### src/rtl/piso_pkg.sv
// Shared definitions for the parallel-in serial-out unloader.
// State encodings are shared with the SIPO/PISO control wrapper.
package piso_pkg;

  typedef enum logic [1:0] {
    IDLE = 2'd0,
    SEND = 2'd1,
    DONE = 2'd2
  } state_t;

endpackage

### src/rtl/piso.sv
// Parallel-in serial-out unloader: captures a wide vector in one cycle
// and streams it LSW first over valid/ready with address and last flag.
module piso
  import piso_pkg::*;
#(
  parameter int R_DATA_WIDTH = 32,
  parameter int N_REG        = 8,
  parameter int N_REG_BITS   = (N_REG > 1) ? $clog2(N_REG) : 1
) (
  input  logic                          clk,
  input  logic                          rst,
  input  logic                          start,
  input  logic                          clr,
  input  logic [R_DATA_WIDTH*N_REG-1:0] din,
  output logic [R_DATA_WIDTH-1:0]       dout,
  output logic                          dout_valid,
  input  logic                          dout_ready,
  output logic [N_REG_BITS-1:0]         dout_addr,
  output logic                          dout_last,
  output logic                          busy,
  output logic                          done
);

  localparam logic [N_REG_BITS-1:0] CNT_LAST =
    N_REG_BITS'(N_REG - 1);

  state_t                                 state;
  logic [N_REG_BITS-1:0]                  cnt;
  logic [N_REG-1:0][R_DATA_WIDTH-1:0]     shadow;
  logic                                   at_last;

  assign at_last = (cnt == CNT_LAST);

  // Sequencer: walks cnt through the words, one step per accepted beat.
  always_ff @(posedge clk or posedge rst) begin
    if (rst) begin
      state <= IDLE;
      cnt   <= '0;
    end else if (clr) begin
      state <= IDLE;
      cnt   <= '0;
    end else begin
      case (state)
        IDLE: begin
          if (start) begin
            state <= SEND;
            cnt   <= '0;
          end
        end
        SEND: begin
          if (dout_ready) begin
            if (at_last) begin
              state <= DONE;
              cnt   <= '0;
            end else begin
              cnt <= cnt + 1'b1;
            end
          end
        end
        DONE: begin
          state <= IDLE;
        end
        default: begin
          state <= IDLE;
          cnt   <= '0;
        end
      endcase
    end
  end

  // Shadow bank: loaded only on an accepted start so a stream never tears.
  always_ff @(posedge clk or posedge rst) begin
    if (rst) begin
      shadow <= '0;
    end else if (state == IDLE && start && !clr) begin
      shadow <= din;
    end
  end

  // All outputs decode registers only; nothing passes through from
  // din or dout_ready.
  assign dout       = shadow[cnt];
  assign dout_addr  = cnt;
  assign dout_valid = (state == SEND);
  assign dout_last  = (state == SEND) && at_last;
  assign busy       = (state == SEND) || (state == DONE);
  assign done       = (state == DONE);

endmodule

### config.mk
export PLATFORM = sky130hd
export DESIGN_NAME = piso
export DESIGN_NICKNAME = d
export VERILOG_FILES = /design/src/rtl/piso_pkg.sv /design/src/rtl/piso.sv
export SDC_FILE = /design/constraint.sdc
export NUM_CORES = 1
export LEC_CHECK = 0
export BUFFER_PORTS_ARGS = -buffer_cell sky130_fd_sc_hd__buf_2
export CORE_MARGIN = 2
export CORE_UTILIZATION = 48
export CTS_BUF_LIST = sky130_fd_sc_hd__clkbuf_16
export CTS_CLUSTER_DIAMETER = 200
export DETAILED_ROUTE_END_ITERATION = 8
export GPL_TIMING_DRIVEN = 0
export HOLD_SLACK_MARGIN = 0.12
export MAX_ROUTING_LAYER = met4
export PLACE_DENSITY = 0.79
export SETUP_SLACK_MARGIN = 0.02
export SYNTH_ARGS = -nofsm -noshare
export SYNTH_HDL_FRONTEND = slang
export SYNTH_SLANG_ARGS = --single-unit
### constraint.sdc
create_clock -name clk -period 6.8 [get_ports clk]
set_input_delay 0 -clock clk [delete_from_list [all_inputs] [get_ports clk]]
set_output_delay 0 -clock clk [all_outputs]
set_load 0.03 [all_outputs]
==> results of run 1 <==
[power groups by stage]
stage / clock (mW) / combinational, mW / sequential (mW)
after floorplan: 0 / 1.63 / 2.59
after global placement: 0 / 2.01 / 2.69
after detailed placement: 0 / 2.08 / 2.74
after CTS: 1.55 / 2.23 / 2.72
after global routing: 1.63 / 2.43 / 2.85
final: 1.54 / 2.29 / 2.79
[synthesized netlist by cell type, drive strengths merged]
master / n / area [um2]
and3b: 1 / 8.76
nor2b: 2 / 12.5
o221a: 1 / 11.3
nand2: 4 / 15.0
inv: 5 / 18.8
nand3: 1 / 5.00
and2: 1 / 6.26
mux2: 288 / 3240
a21oi: 4 / 20.0
nand2b: 2 / 12.5
or4: 1 / 7.51
clkbuf: 3 / 11.3
mux4: 64 / 1540
dfrtp: 261 / 6530
nor3b: 1 / 7.51
nand4: 2 / 12.5
buf: 43 / 284
o31ai: 3 / 22.5
mux2i: 1 / 10.0
ha: 6 / 75.1
[cells by family after synthesis]
logic type	share of synthesized area, %
buffers and inverters	2.65
multiplexers	40.4
adder cells (fa/ha/maj)	0.633
AO/OA/AOI/OAI	0.454
flip-flops	55.1
AND/OR/NAND/NOR	0.739
[how the worst min path moves through the flow]
stage                                to  slack, ns  depth (start not counted)
3_3_place_gp    shadow[215]$_DFFE_PP0P_       0.21                          2
4_1_cts         shadow[215]$_DFFE_PP0P_       0.20                          3
5_1_grt         shadow[255]$_DFFE_PP0P_       0.22                          3
3_5_place_dp     shadow[44]$_DFFE_PP0P_       0.05                          2
6_report        shadow[255]$_DFFE_PP0P_       0.22                          3
2_1_floorplan  dout_addr[0]$_DFFE_PP0P_       0.06                          1
[layer usage]
layer  global-route usage, %  routed length (um)  vias up
met1                    34.3               14400     4550
met5                       -                   0        -
met4                    12.7                1510        0
met3                    5.50                2040      133
li1                        -                   -     3827
met2                    52.9               19900      377
[through the flow]
stage	hold WS (ns)	power, mW	utilization [%]	cell area, um2
2_1_floorplan	0.0631	4.22	-	11900
3_3_place_gp	0.211	4.70	56.7	13800
3_5_place_dp	0.0529	4.82	57.3	13900
4_1_cts	0.200	6.49	72.0	17500
5_1_grt	0.217	6.91	72.1	17500
6_report	0.224	6.62	72.1	17500
[registers in the layout, indices dropped and copies added, names as in the netlist]
register and flops:
state 2, dout_addr 3, shadow 256
[critical path, stage by stage, from the launching register on]
cell and delay, ns:
dfrtp_1 0.50, buf_6 0.27, buf_6 0.24, buf_2 0.34, mux4_1 0.37, mux2_2 0.28
buf_2 0.18
[cell type report]
| class | count | share of cell area [%] |
|---|---|---|
| Sequential cell | 261 | 37.4 |
| Tap cell | 324 | 2.32 |
| Timing Repair Buffer | 570 | 24.5 |
| Multi-Input combinational cell | 382 | 28.7 |
| Clock inverter | 20 | 1.10 |
| Antenna cell | 6 | 0.0859 |
| Clock buffer | 29 | 4.15 |
| Inverter | 5 | 0.129 |
| Buffer | 46 | 1.69 |
==> run_results.csv, run 1 <==
group,metric,value,unit
min_path,hp-start,"din[255]",
finish,syn_to_final_growth,47.4,%
detailed_routing,routed_wl,37800,um
sta,slew-limit-headroom,42.4,%
finish,nets,1561,
sta,rsz0062_at_grt,"false",
pwr,pwr-share-seq,42.1,%
logic_synthesis,syn-mean-instance-area,17.1,um2
setup_path,worstRegToRegCells,7,
pwr,vdd_ir_drop_max,231,uV
detailed_routing,drt_pass1_iterations,5,
setup_path,worstPathRequired,6.80,ns
detailed_routing,antenna_left,0,
place,gp_congestion,0.789,
setup_path,cp-endpoint,"dout[1]",
sta,worstMarginPinSlew,0.864,ns
setup_path,reg2reg_from,"dout_addr[1]$_DFFE_PP0P_",
finish,mostFrequentLayoutCells,"buf_2, dlygate4sd3_1, dfrtp_1, mux2_2, mux4_2",
setup_path,critPathArrivalTime,2.73,ns
setup_path,r2r_end,"dout_addr[0]$_DFFE_PP0P_",
sta,setup_slack,4.07,ns
sta,fmax,367,MHz
floorplanning,core_area,0.0242,mm2
min_path,hp-class,"in -> reg",
detailed_routing,vias_per_cell,5.41,
clocking,holdBufCountCts,264,
finish,final_cells,1643,
sta,hold_viol,0,
grt,grt_use_total,30.2,%
setup_path,end_kind,"output port",
pwr,power_density,379,mW/mm2
status,status,"complete, no violations",
place,pre_cts_ws,4.71,ns
clocking,cts.repair.resized,0,
finish,fillCellCount,1505,
finish,drive_gt1_share,52.2,%
floorplanning,start_util,48.9,%
sta,drv_slew,0,
sta,finalSetupTns,0,ns
detailed_routing,drc,0,
floorplanning,io_pins,300,
pwr,leakage,7.81,nW
floorplanning,die_y,161,um
pwr,cell_internal_pwr,4.53,mW
pwr,power.switching,2.09,mW
setup_path,reg2reg_setup_slack,4.26,ns
clocking,tritoncts,"yes",
grt,grt_max_degree,44,
clocking,cts_made_buffers,28,
logic_synthesis,syn_inst,694,
floorplanning,die-area,0.0260,mm2
setup_path,crit_type,"reg -> out",
sta,fin_worst_skew,0.0116,ns
job,drv_cap,0,
logic_synthesis,yosys_warnings,0,
place,dp_hpwl,22300,um
grt,grt_first_pass_wirelength,58000,um
place,placed_cells,1324,
clocking,clock-sinks,261,
floorplanning,row_count,57,
clocking,cts_root_buf,"clkbuf_16",
grt,first_global_vias,10377,
logic_synthesis,ys_ff_latch,261,
logic_synthesis,syn_area,0.0119,mm2
setup_path,startpoint,"dout_addr[1]$_DFFE_PP0P_",
logic_synthesis,yosysSeqAreaShare,55.1,%
finish,final_common_cell,"buf_2",
detailed_routing,drt_iter0_drc,610,
grt,grt-ovfl-total,0,
pwr,p_comb_share,34.6,%
finish,multi_input_area,0.00501,mm2
sta,timing.final.crit_share,40.1,%
clocking,post_cts_buffers,0,
logic_synthesis,syn_nets,961,
clocking,h-tree-depth,1,
clocking,clock_path_buffers,3,
sta,setup_viol,0,
logic_synthesis,synth_cell_type_count,27,
pwr,sw_frac_of_total,31.5,%
sta,period_needed,2.73,ns
pwr,clockPowerShare,23.3,%
detailed_routing,post_drt_wl_per_cell,23.0,um
place,io_buffer_count,299,
detailed_routing,via_count,8887,
clocking,clkTransAtPathRegs,0.06,ns
floorplanning,die_w,161,um
setup_path,cp-start-kind,"flop",
setup_path,crit_path_max_fanout,10,
finish,regArea,0.00653,mm2
clocking,clock_latency,0.53,ns
grt,antenna_found_initial,6,
(Power assumes the default switching activity.)
==> inputs of run 2 (changes only) <==
--- a/config.mk
+++ b/config.mk
@@ -5,16 +5,17 @@
 export SDC_FILE = /design/constraint.sdc
 export NUM_CORES = 1
 export LEC_CHECK = 0
+export ABC_AREA = 1
 export BUFFER_PORTS_ARGS = -buffer_cell sky130_fd_sc_hd__buf_2
 export CORE_MARGIN = 2
-export CORE_UTILIZATION = 48
+export CORE_UTILIZATION = 54
 export CTS_BUF_LIST = sky130_fd_sc_hd__clkbuf_16
 export CTS_CLUSTER_DIAMETER = 200
 export DETAILED_ROUTE_END_ITERATION = 8
 export GPL_TIMING_DRIVEN = 0
 export HOLD_SLACK_MARGIN = 0.12
 export MAX_ROUTING_LAYER = met4
-export PLACE_DENSITY = 0.79
+export PLACE_DENSITY = 0.83
 export SETUP_SLACK_MARGIN = 0.02
 export SYNTH_ARGS = -nofsm -noshare
 export SYNTH_HDL_FRONTEND = slang
==> constraint.sdc (replaced) <==
create_clock -name clk -period 2.8 [get_ports clk]
set_input_delay 0 -clock clk [delete_from_list [all_inputs] [get_ports clk]]
set_output_delay 0 -clock clk [all_outputs]
set_load 0.03 [all_outputs]
==> run_results.csv, run 2 <==
group,metric,value,unit
sta,slew-limit-headroom,54.3,%
logic_synthesis,syn_inst,1730,
finish,top_register,"shadow",
logic_synthesis,synth.most_common_cell,"nand2_1",
pwr,power_density,927,mW/mm2
clocking,tritoncts,"yes",
detailed_routing,drt_iter0_drc,1850,
logic_synthesis,synth_cell_type_count,14,
clocking,cts_root_buf,"clkbuf_16",
pwr,vdd_ir_drop_max,572,uV
sta,fmax,382,MHz
setup_path,crit_path_max_fanout,6,
floorplanning,io_pins,300,
grt,first_global_vias,15516,
finish,final_cells,2683,
logic_synthesis,ys_async_sr_fraction,100,%
setup_path,crit_chain,"inv_1, ha_1, inv_1, nor2_1, nand2_1, nand3_1, dlygate4sd3_1, nand2_1, dlygate4sd3_1",
logic_synthesis,syn_nets,1997,
grt,grt-ovfl-total,0,
status,status,"complete, no violations",
clocking,h-tree-depth,1,
place,gp_congestion,0.965,
floorplanning,start_util,54.8,%
detailed_routing,antenna_left,0,
logic_synthesis,synth_edf_count,0,
floorplanning,row_count,56,
logic_synthesis,ys_ff_latch,261,
floorplanning,core_area,0.0233,mm2
setup_path,slowest_delay,0.55,ns
setup_path,worst_path_max_delay_cell,"dlygate4sd3_1",
setup_path,worst-path-buf-inv,4,
finish,syn_to_final_growth,43.8,%
setup_path,path_delay_family,"buffers and inverters",
job,drv_cap,0,
grt,grt_max_degree,43,
clocking,clkTransAtPathRegs,0.06,ns
setup_path,crit_type,"reg -> reg",
logic_synthesis,yosysTopAreaCellShare,51.1,%
clocking,clock_path_buffers,3,
setup_path,cp-start-kind,"flop",
logic_synthesis,synthFlopType,"dfrtp_1",
detailed_routing,post_drt_wl_per_cell,20.3,um
logic_synthesis,syn_area,0.0128,mm2
place,placed_cells,2355,
place,dp_hpwl,30400,um
floorplanning,die_y,158,um
pwr,leakage,9.98,nW
grt,grt_use_total,44.9,%
finish,drive_gt1_share,18.5,%
detailed_routing,via_count,15019,
sta,drv_slew,0,
setup_path,worstPathRequired,3.23,ns
sta,rsz0062_at_grt,"false",
detailed_routing,vias_per_cell,5.60,
sta,worstMarginPinSlew,0.683,ns
clocking,cts_made_buffers,28,
detailed_routing,drc,0,
clocking,clock-sinks,261,
sta,timing.hold.ws,0.231,ns
logic_synthesis,yosys.area.top_type,"dfrtp_1",
sta,hold_viol,0,
grt,grt_first_pass_wirelength,81800,um
finish,mostFrequentLayoutCells,"nand2_1, buf_2, inv_1, dlygate4sd3_1, nor2_1",
logic_synthesis,synth.top_cells.by_area,"dfrtp_1, nand2_1, a21oi_1",
detailed_routing,drt_pass1_iterations,8,
sta,fin_worst_skew,0.0127,ns
logic_synthesis,syn-mean-instance-area,7.38,um2
setup_path,end_kind,"flop",
min_path,hp-class,"in -> reg",
sta,timing.final.crit_share,93.5,%
clocking,clock_latency,0.54,ns
sta,setup_viol,0,
place,io_buffer_count,299,
finish,nets,2598,
logic_synthesis,synth_common_cells,"nand2_1, inv_1, nor2_1, dfrtp_1, a21oi_1",
finish,largest_reg_flops,256,
floorplanning,die-area,0.0249,mm2
logic_synthesis,yosysSeqAreaShare,51.1,%
setup_path,critPathArrivalTime,3.05,ns
logic_synthesis,yosys_warnings,0,
sta,period_needed,2.62,ns
grt,antenna_found_initial,7,
detailed_routing,routed_wl,54400,um
floorplanning,die_w,158,um
finish,final_common_cell,"nand2_1",
==> run 2: cell count changes in the layout (fill, tap and decap cells not counted), moves of 134 or more <==
cell	delta
nand2_1	+426
mux2_2	-258
nand3_1	+134
a21oi_1	+253
nor2_1	+263
inv_1	+267
==> run 2: worst paths after layout <==
check                                             from                        to  slack (ns)  depth (start not counted)
worst max-delay path              state[1]$_DFFE_PP0P_  dout_addr[2]$_DFFE_PP0P_        0.18                          9
worst min-delay path                           din[53]    shadow[53]$_DFFE_PP0P_        0.23                          4
worst max register to register    state[1]$_DFFE_PP0P_  dout_addr[2]$_DFFE_PP0P_        0.18                          9
worst min register to register  shadow[29]$_DFFE_PP0P_    shadow[29]$_DFFE_PP0P_        0.51                          2
max in group asynchronous                          rst   shadow[105]$_DFFE_PP0P_        0.73                          8
min in group asynchronous                          rst   shadow[214]$_DFFE_PP0P_        0.73                          4
==> run 2: layout make-up <==
class | count | area (um2)
Antenna cell | 11 | 27.5
Buffer | 105 | 569
Clock buffer | 29 | 726
Clock inverter | 23 | 150
Fill cell | 1511 | 4960
Inverter | 270 | 1020
Multi-Input combinational cell | 1094 | 4660
Sequential cell | 261 | 6530
Tap cell | 319 | 399
Timing Repair Buffer | 571 | 4290
==> run 2: repair_timing <==
| item | 4_1_cts | 5_1_grt |
|---|---|---|
| endpoints found under the setup margin | 0 | 0 |
| gates resized for setup | 0 | 0 |
| setup buffers | 0 | 0 |
| endpoints found under the hold margin | 384 | 0 |
| hold buffers | 265 | 0 |
==> run 2: power breakdown <==
part	internal [mW]	total [mW]	switching, mW	leakage, nW
combinational	2.34	7.45	5.11	6.67
clock	2.04	3.61	1.57	0.463
sequential	5.42	5.96	0.540	2.85
total	9.80	17.0	7.22	9.98
==> run 2: through the flow <==
step,total power [mW],setup WS (ns),utilization (%),setup TNS [ns],cell area (um2)
final,17.0,0.181,78.7,0,18400
after global routing,17.9,0.0421,78.7,0,18400
after CTS,16.4,0.299,78.6,0,18300
after detailed placement,12.6,0.876,63.5,0,14800
after global placement,12.3,-2.08,62.9,-538.02,14700
after floorplan,10.5,-0.642,-,-167.45,12800
==> run 2: per-layer routing <==
metal / global-route usage (%) / part of all wire, % / up-vias
met5: - / 0 / -
met4: 32.4 / 8.4 / 0
met3: 11.0 / 11 / 405
met2: 71.3 / 47 / 1266
met1: 49.3 / 34 / 6861
li1: - / - / 6487
==> run 2: cell families (layout without fill, tap and decap cells) <==
| family | count (synthesis) | after routing | share of synthesized area (%) |
|---|---|---|---|
| simple gates | 831 | 831 | 25.8 |
| flops | 261 | 261 | 51.1 |
| compound gates | 257 | 257 | 10.1 |
| other cells | 0 | 11 | 0 |
| buf+inv | 375 | 998 | 12.4 |
| fa+ha+maj | 6 | 6 | 0.588 |
==> run 2: worst reg2reg max path: stages, from the launching register on <==
cell           delay (ns)
dfrtp_1              0.41
inv_1                0.14
ha_1                 0.28
inv_1                0.07
nor2_1               0.14
nand2_1              0.18
nand3_1              0.12
dlygate4sd3_1        0.55
nand2_1              0.05
dlygate4sd3_1        0.55
